[src/rtl/pea_result_drain.sv]
// rtl/pea_result_drain.sv - lockstep result/status FIFO drain with valid/ready host port
// Pops one result/status pair every visit to READ and flags FIFOs that stay out of step.
module pea_result_drain #(
   parameter int buffer_size_out = 32,
   parameter int RES_W           = 32,
   parameter int STAT_W          = 16,
   parameter int DESYNC_LIM      = 16,
   parameter int PW              = $clog2(buffer_size_out)
) (
   input  logic              clk,
   input  logic              rst,
   input  logic              en,
   input  logic [PW-1:0]     result_pop,
   input  logic [PW-1:0]     status_pop,
   input  logic [RES_W-1:0]  result_dout,
   input  logic [STAT_W-1:0] status_dout,
   output logic              rd_en_result,
   output logic              rd_en_status,
   output logic              out_valid,
   input  logic              out_ready,
   output logic [RES_W-1:0]  out_result,
   output logic [STAT_W-1:0] out_status,
   output logic              desync_err,
   input  logic              err_clr,
   output logic [PW-1:0]     pair_count,
   output logic [PW-1:0]     bad_count
);

   localparam int CW = $clog2(DESYNC_LIM + 1);

   typedef enum logic [2:0] {
      S_IDLE,
      S_READ,
      S_LATCH,
      S_PRESENT,
      S_ERROR
   } state_t;

   state_t            state_q, state_d;
   logic [CW-1:0]     dcnt_q, dcnt_d;
   logic              err_q, err_d;
   logic [RES_W-1:0]  res_q, res_d;
   logic [STAT_W-1:0] stat_q, stat_d;
   logic [PW-1:0]     pair_q, pair_d;
   logic [PW-1:0]     bad_q, bad_d;

   logic res_nz, stat_nz;

   assign res_nz  = (result_pop != '0);
   assign stat_nz = (status_pop != '0);

   always_ff @(posedge clk or posedge rst) begin
      if (rst) begin
         state_q <= S_IDLE;
         dcnt_q  <= '0;
         err_q   <= 1'b0;
         res_q   <= '0;
         stat_q  <= '0;
         pair_q  <= '0;
         bad_q   <= '0;
      end else begin
         state_q <= state_d;
         dcnt_q  <= dcnt_d;
         err_q   <= err_d;
         res_q   <= res_d;
         stat_q  <= stat_d;
         pair_q  <= pair_d;
         bad_q   <= bad_d;
      end
   end

   always_comb begin
      state_d = state_q;
      dcnt_d  = dcnt_q;
      err_d   = err_q;
      res_d   = res_q;
      stat_d  = stat_q;
      pair_d  = pair_q;
      bad_d   = bad_q;
      case (state_q)
         S_IDLE: begin
            // The desync watch runs whether or not the drain is enabled.
            if (res_nz && stat_nz) begin
               dcnt_d = '0;
               if (en) state_d = S_READ;
            end else if (res_nz ^ stat_nz) begin
               dcnt_d = dcnt_q + CW'(1);
               if (dcnt_d == CW'(DESYNC_LIM)) begin
                  err_d   = 1'b1;
                  state_d = S_ERROR;
               end
            end else begin
               dcnt_d = '0;
            end
         end
         S_READ: begin
            state_d = S_LATCH;
         end
         S_LATCH: begin
            res_d   = result_dout;
            stat_d  = status_dout;
            state_d = S_PRESENT;
         end
         S_PRESENT: begin
            if (out_ready) begin
               pair_d = pair_q + PW'(1);
               if ((stat_q != '0) && (bad_q != '1)) bad_d = bad_q + PW'(1);
               state_d = S_IDLE;
            end
         end
         S_ERROR: begin
            if (err_clr) begin
               err_d   = 1'b0;
               dcnt_d  = '0;
               state_d = S_IDLE;
            end
         end
         default: begin
            state_d = S_IDLE;
         end
      endcase
   end

   // Both strobes decode the same state, so they can never skew.
   assign rd_en_result = (state_q == S_READ);
   assign rd_en_status = (state_q == S_READ);
   assign out_valid    = (state_q == S_PRESENT);
   assign out_result   = res_q;
   assign out_status   = stat_q;
   assign desync_err   = err_q;
   assign pair_count   = pair_q;
   assign bad_count    = bad_q;

endmodule
[config.mk]
export PLATFORM = sky130hd
export DESIGN_NAME = pea_result_drain
export DESIGN_NICKNAME = d
export VERILOG_FILES = /design/src/rtl/pea_result_drain.sv
export SDC_FILE = /design/constraint.sdc
export NUM_CORES = 1
export LEC_CHECK = 0
export CORE_AREA = 2 2 109 79
export CTS_CLUSTER_SIZE = 12
export DETAILED_ROUTE_END_ITERATION = 16
export DIE_AREA = 0 0 111 81
export PLACE_DENSITY = 0.74
export REMOVE_ABC_BUFFERS = 1
export SLEW_MARGIN = 40
export SYNTH_ARGS = -nofsm -noshare
export SYNTH_HDL_FRONTEND = slang
export SYNTH_SLANG_ARGS = --single-unit
export TNS_END_PERCENT = 20
[constraint.sdc]
create_clock -name clk -period 2.3 [get_ports clk]
set_clock_uncertainty 0.2 [all_clocks]
set_input_delay 0.575 -clock clk [delete_from_list [all_inputs] [get_ports clk]]
set_output_delay 0.575 -clock clk [all_outputs]
set_load 0.02 [all_outputs]
==> results.cfg <==
[clocking]
cts_hold_buf = 0
htreeDepth = 3
cts_buffers = 9
path_clk_slew_ns = 0.05
clk_latency_ns = 0.32
cts_num_sinks = 67
root_buffer = clkbuf_16
cts_tree = yes
cts.path.max_buffers = 2

[sta]
setup_viol = 0
final_max_slew_viol_count = 0
tightestPinTransition_ns = 0.4057
max_freq_mhz = 443.8
finalCriticalPeriod_ns = 2.253
finalHoldViolCount = 0
fin_ws_ns = 0.04686
whs_ns = 0.2692
fin_crit_sh = 0.9796
slew_headroom = 0.7285

[drt]
wl_per_cell_um = 15.06
drtAntennaViolNets = 0
firstDrtPassIters = 5
drt_iter0_drc = 137
wl_um = 6897
vias_per_cell = 4.803
via_count = 2200
remaining_drc_errors = 0

[layout]
layout_commonest_cell = clkdlybuf4s50_1
regArea_um2 = 1678
layoutNonFillerInstCount = 458
fillCellCount = 661
final_cell_mix = clkdlybuf4s50_1 (114), dfrtp_1 (66), mux2_1 (28), mux2_4 (22)
nNetsFinal = 418
area_growth_pct = 60.65
multiInputGateArea_um2 = 1227
diodes = 0
drive_gt1_frac = 0.1870

[setup_path]
critPathCapture = state_q[2]
crit_arrival_ns = 2.28
reg2regPathDepth = 5
critPathRequiredTime_ns = 2.32
r2r-end = out_result[12]
cp-startpoint = status_pop[1]
critPathMaxFanout = 5
critPathKind = in2reg
end_kind = flop
start_kind = input pin
r2r-start = state_q[2]
r2r_slack_ns = 0.29

[die]
die_w_um = 111
initial_core_util = 0.3635
core_um2 = 8093
io-pin-count = 125
fp.dieArea_um2 = 8991
die-height_um = 81
num_rows = 28

[power]
p_int_mw = 4.431
p_leak_nw = 2.071
switching_power_mw = 2.299
p_per_area_nw_per_um2 = 1424
combPwrFrac = 0.478
pwr-share-clk = 0.209
power_frac_seq = 0.313
ir_drop_v = 0.0006998
swShare = 0.3416

[place]
gp_congestion = 0.7685
post-place-cells = 441
dpl.hpwl_um = 4886
portBuffers = 124
pre_cts_slack_ns = -0.4077

[logic_synthesis]
synth_area_leaders = dfrtp_1 (57%), mux2_4 (11%), mux2_1 (11%)
synth.largest_area_cell = dfrtp_1
synth-seq-cells = 67
netlist_instances = 210
synth.cell_area_um2 = 2942
syn_avg_cell_area_um2 = 14.01
synth_top_area_frac = 0.5700
seq_area_frac_synth = 0.5700
ys_types = 37
yosysWarnings = 0

[grt]
overflow = 0
first_global_vias = 2245
grt_pass1_wl_um = 11270
grt_max_degree = 68
grtUsageTotal = 0.1586
antenna_found_initial = 0

[min_path]
min_path_type = reg2reg

[flow_run]
max-cap-violations = 0

[run_status]
outcome = completed
## state kept, by name, summed over array words and instances (netlist names)
signal      count
out_result     32
out_status     16
bad_count       5
dcnt_q          5
pair_count      5
state_q         3
desync_err      1
## routing by layer
metal	vias to the layer above	wire, um	global-route usage
li1	1025	-	-
met1	1071	3167	0.2099
met2	97	3113	0.2429
met3	7	562	0.06567
met4	0	53	0.04250
met5	-	0	0
## kinds of logic after synthesis
family | Yosys count | synth area share
simple gates | 51 | 0.09783
flops | 67 | 0.5700
xor+xnor | 7 | 0.02084
mux | 51 | 0.2233
buf+inv | 12 | 0.02765
compound gates | 16 | 0.03488
fa+ha+maj | 6 | 0.02552
## power by group through the flow
stage | logic, mW | clock network, mW | registers [mW]
2_1_floorplan | 1.12 | 0 | 2.71
3_3_place_gp | 3.23 | 0 | 2.09
3_5_place_dp | 3.26 | 0 | 2.12
4_1_cts | 3.26 | 1.44 | 2.11
5_1_grt | 3.43 | 1.52 | 2.18
6_report | 3.22 | 1.41 | 2.10
## worst min path at each step
stage                   from       endpoint  slack (ns)  cells after the start
2_1_floorplan      dcnt_q[4]      dcnt_q[4]        0.26                      1
3_3_place_gp   pair_count[4]  pair_count[4]        0.27                      1
3_5_place_dp   pair_count[4]  pair_count[4]        0.27                      1
4_1_cts        pair_count[4]  pair_count[4]        0.27                      1
5_1_grt        pair_count[4]  pair_count[4]        0.28                      1
6_report       pair_count[4]  pair_count[4]        0.27                      1
## cell type report
type	count	share of cell area
flip-flops and latches	67	0.3550
repair buffers	135	0.2883
multi-input cells	131	0.2597
clock buffers	10	0.04845
well taps	105	0.02780
clock inverters	5	0.01668
inverters	5	0.003971
## worst max-delay path, stage by stage
cell,delay (ns)
clkdlybuf4s50_1,0.41
nor3_2,0.10
nand2_1,0.10
ha_2,0.20
or3_4,0.44
nor2_4,0.10
nand3_1,0.10
o31ai_2,0.24
## repair_timing
action / CTS / global route
setup buffers: 0 / 2
gates resized for setup: 6 / 15
endpoints found under the setup margin: 5 / 7
cloned: 0 / 0
pin swaps: 0 / 10
## synthesized netlist by cell type (all sizes together)
master  count
nor4        4
mux2       51
and3b       1
nor3b       1
a31oi       2
or2         1
o21ai       7
nand2      10
inv         5
and3        4
dfrtp      67
a22o        1
o22ai       1
nand3       5
and2        3
nand4       4
a311oi      1
buf         7
nor2        8
nor3        5
a41oi       1
a211oi      1
nand4b      1
nor2b       1
ha          6
xnor2       7
nand2b      2
o31ai       2
or3         1
## per-stage QoR
stage	cell area (um2)	power, mW	utilization	TNS, ns
after CTS	4659	6.810	0.5758	-0.01962
after global routing	4726	7.127	0.5840	-0.04115
after global placement	4344	5.324	0.5368	-2.128
final	4726	6.729	0.5840	0
after detailed placement	4344	5.374	0.5368	-2.583
after floorplan	2879	3.831	-	-10.60
No activity file was read; power rests on OpenSTA's default activity.
==> variant 1, RTL diff (config.mk and constraints unchanged) <==
The 5 states of `state_t` get a one-hot encoding in 5 bits.
--- a/src/rtl/pea_result_drain.sv
+++ b/src/rtl/pea_result_drain.sv
@@ -30,8 +30,8 @@
 
-   typedef enum logic [2:0] {
-      S_IDLE,
-      S_READ,
-      S_LATCH,
-      S_PRESENT,
-      S_ERROR
+   typedef enum logic [4:0] {
+      S_IDLE    = 5'b00001,
+      S_READ    = 5'b00010,
+      S_LATCH   = 5'b00100,
+      S_PRESENT = 5'b01000,
+      S_ERROR   = 5'b10000
    } state_t;
Formal check against the unedited RTL: no difference found for any inputs over 10 cycles, from zero or initial values and one cycle with rst high; not proved beyond that.
==> variant 1 against the unedited design <==
- total power fell by 6.4%
- sequential cell count grew 2
- wire length rose by 1.9%
- final cell count rose by 2.0%
- critical path type unchanged
- area after synthesis is 2.6% higher
- design area is 1.4% higher
- worst setup slack improved by 0.083 ns
- largest cell class unchanged
==> variant 1: results <==
[routing]
wl_met1_um = 3250
avgViaCountPerCell = 4.72
wl_met2_um = 3310
totalWireLength_um = 7030
drtPass1Iterations = 4

[cts]
clock_sinks = 69

[worst_setup_path]
timing.rr.end = "bad_count[1]$_DFFE_PP0P_"
cp.arrival_ns = 2.21

[logic_synthesis]
ys_seq_area_frac = 0.573

[global_route]
use_met1 = 0.210
grtUsageMet2 = 0.265
grt_pass1_wl_um = 11400
met3_usage = 0.0552
grt_start_max_net_pins = 33

[pwr]
comb_cell_power_mw = 2.67
ir_worst_vdd_uv = 683
p_clk_frac = 0.252
power.switching_mw = 2.02

[cells_and_area]
multi_input_gates = 137
layout-drive-gt1-share = 0.251
fin_nets = 426
seq_area_um2 = 1730

[placed_design]
hpwl_um = 5290
place.gp.congestion = 0.812

[timing]
hold_ws_ns = 0.269

[status]
status = "finished, final reports clean"
-- variant 1: cell types whose count changed after synthesis, moves of 5 or more --
cell	unedited run	this run
o21ai_0	0	5
xor2_1	0	5
o21ai_1	7	1
mux2_2	1	40
mux2_4	22	11
mux2_1	28	0
-- variant 1: metrics by stage --
step | cell area, µm² | worst slack, ns | TNS, ns | cells
after floorplan | 2960 | -0.213 | -14.50 | 211
after global placement | 4440 | -0.195 | -0.829 | 451
after detailed placement | 4440 | -0.294 | -1.35 | 451
after CTS | 4790 | 0.00417 | 0 | 467
after global routing | 4790 | 0.0286 | 0 | 467
final | 4790 | 0.130 | 0 | 467
-- variant 1: cells by family after synthesis --
logic type | Yosys count | share of synthesized area
flip-flops | 69 | 0.573
AND/OR/NAND/NOR | 52 | 0.105
multiplexers | 51 | 0.204
AO/OA/AOI/OAI | 19 | 0.0431
buffers and inverters | 12 | 0.0236
XOR/XNOR | 9 | 0.0261
adder cells (fa/ha/maj) | 6 | 0.0249
==> variant 2, RTL diff (same flow settings) <==
Without the edit above. Change the parameter `RES_W` from 32 to 64.
--- a/src/rtl/pea_result_drain.sv
+++ b/src/rtl/pea_result_drain.sv
@@ -4,3 +4,3 @@
    parameter int buffer_size_out = 32,
-   parameter int RES_W           = 32,
+   parameter int RES_W           = 64,
    parameter int STAT_W          = 16,
Ports: changed (resized out_result and result_dout); port bits go from 125 to 189. No check against the original RTL was run, so the function may have changed too.
==> variant 2 against the unedited design <==
- total power up 38%
- synthesized cell count up 31%
- final cell count up 27%
- area after synthesis up 37%
- sequential power up 47%
- wire length up 46%
- largest cell class unchanged
- design area up 37%
- largest power group unchanged
- hold slack better by 0.017 ns
- die area unchanged
- worst setup slack better by 0.029 ns
- critical path type unchanged
- sequential cell count up 32
- sequential share of layout area up 2.9 points
- first-iteration DRC count down 41%
==> variant 2: results <==
[global_route]
grt_start_max_net_pins = 64
grt_util_all_layers = 0.230
antenna_found_initial = 0
grt_pass1_wl_um = 15900
grt_pass1_vias = 3060

[worst_setup_path]
setup.worst_path.start = "result_pop[4]"
r2r_slack_ns = 0.35
cp_max_fo = 6
timing.rr.end = "bad_count[4]$_DFFE_PP0P_"
reg2reg_depth = 6
rr_startpoint = "bad_count[0]$_DFFE_PP0P_"
cp.arrival_ns = 2.30

[routing]
vias = 3022
drtAntennaViolNets = 0
drt-initial-drc-count = 81
routedWlPerCell_um = 17.3
drtPass1Iterations = 4

[logic_synthesis]
synth_mux_area_frac = 0.231
synth_compound_area_frac = 0.0177
synth_area_leaders = "dfrtp_1 61%, mux2_2 21%, mux2_1 2.2%"
yosys.area_share.xor_xnor = 0.0174
ys_seq_area_frac = 0.614
avgSynthCellArea_um2 = 14.7
synth_commonest_cells = "99 x dfrtp_1, 74 x mux2_2, 13 x nand2_1, 10 x buf_4, 9 x nor2_1"
synth.distinct_cells = 32

[placed_design]
dpl-instance-area_um2 = 6080
io_buffers = 188
hpwl_um = 7400
dp.cells = 567
preCtsSetupSlack_ns = -0.504

[pwr]
ir_worst_vdd_uv = 881
internal-power_mw = 6.05
leakage_nw = 2.76

[cells_and_area]
layout-drive-gt1-share = 0.233
largest_reg_flops = 64

[timing]
setup_ws_ns = 0.0755
hold_ws_ns = 0.286

[status]
status = "finished, final reports clean"
## variant 2: changes by cell type after synthesis, moves of 3 or more
| cell | change |
|---|---|
| mux2_2 | +73 |
| mux2_4 | -22 |
| buf_6 | -3 |
| dfrtp_1 | +32 |
| mux2_1 | -20 |
| buf_4 | +9 |
| nor2_1 | +4 |
| nor2_2 | -3 |
| nand2_1 | +4 |
| o21ai_1 | -6 |
## variant 2: per-layer routing
| layer | part of all wire | global-route usage |
|---|---|---|
| met5 | 0 | 0 |
| met2 | 0.50 | 0.398 |
| met1 | 0.41 | 0.274 |
| met3 | 0.062 | 0.0784 |
| met4 | 0.022 | 0.0788 |
## variant 2: critical path, stage by stage
cell	delay (ns)
dlymetal6s2s_1	0.15
nor3_2	0.18
and2_4	0.17
inv_1	0.04
ha_2	0.17
or4b_4	0.59
nor2_8	0.17
a21o_1	0.14
a22o_1	0.12
## variant 2: what timing repair did
item,CTS,global route
gates cloned,0,0
pin swaps,1,12
setup buffers,0,1
endpoints found under the setup margin,9,7
resized for setup,4,19
hold buffers,0,0
## variant 2: cell type report
cell class | instances | area, µm²
Sequential cell | 99 | 2480
Clock buffer | 12 | 267
Tap cell | 105 | 131
Clock inverter | 2 | 35.0
Inverter | 4 | 17.5
Fill cell | 501 | 1640
Timing Repair Buffer | 199 | 2030
Multi-Input combinational cell | 161 | 1500
## variant 2: power groups by stage
stage / sequential (mW) / clock [mW] / combinational, mW
after floorplan: 4.07 / 0 / 1.48
after global placement: 3.07 / 0 / 4.71
after global routing: 3.20 / 1.62 / 4.98
final: 3.09 / 1.50 / 4.72
after CTS: 3.10 / 1.54 / 4.78
after detailed placement: 3.12 / 0 / 4.77
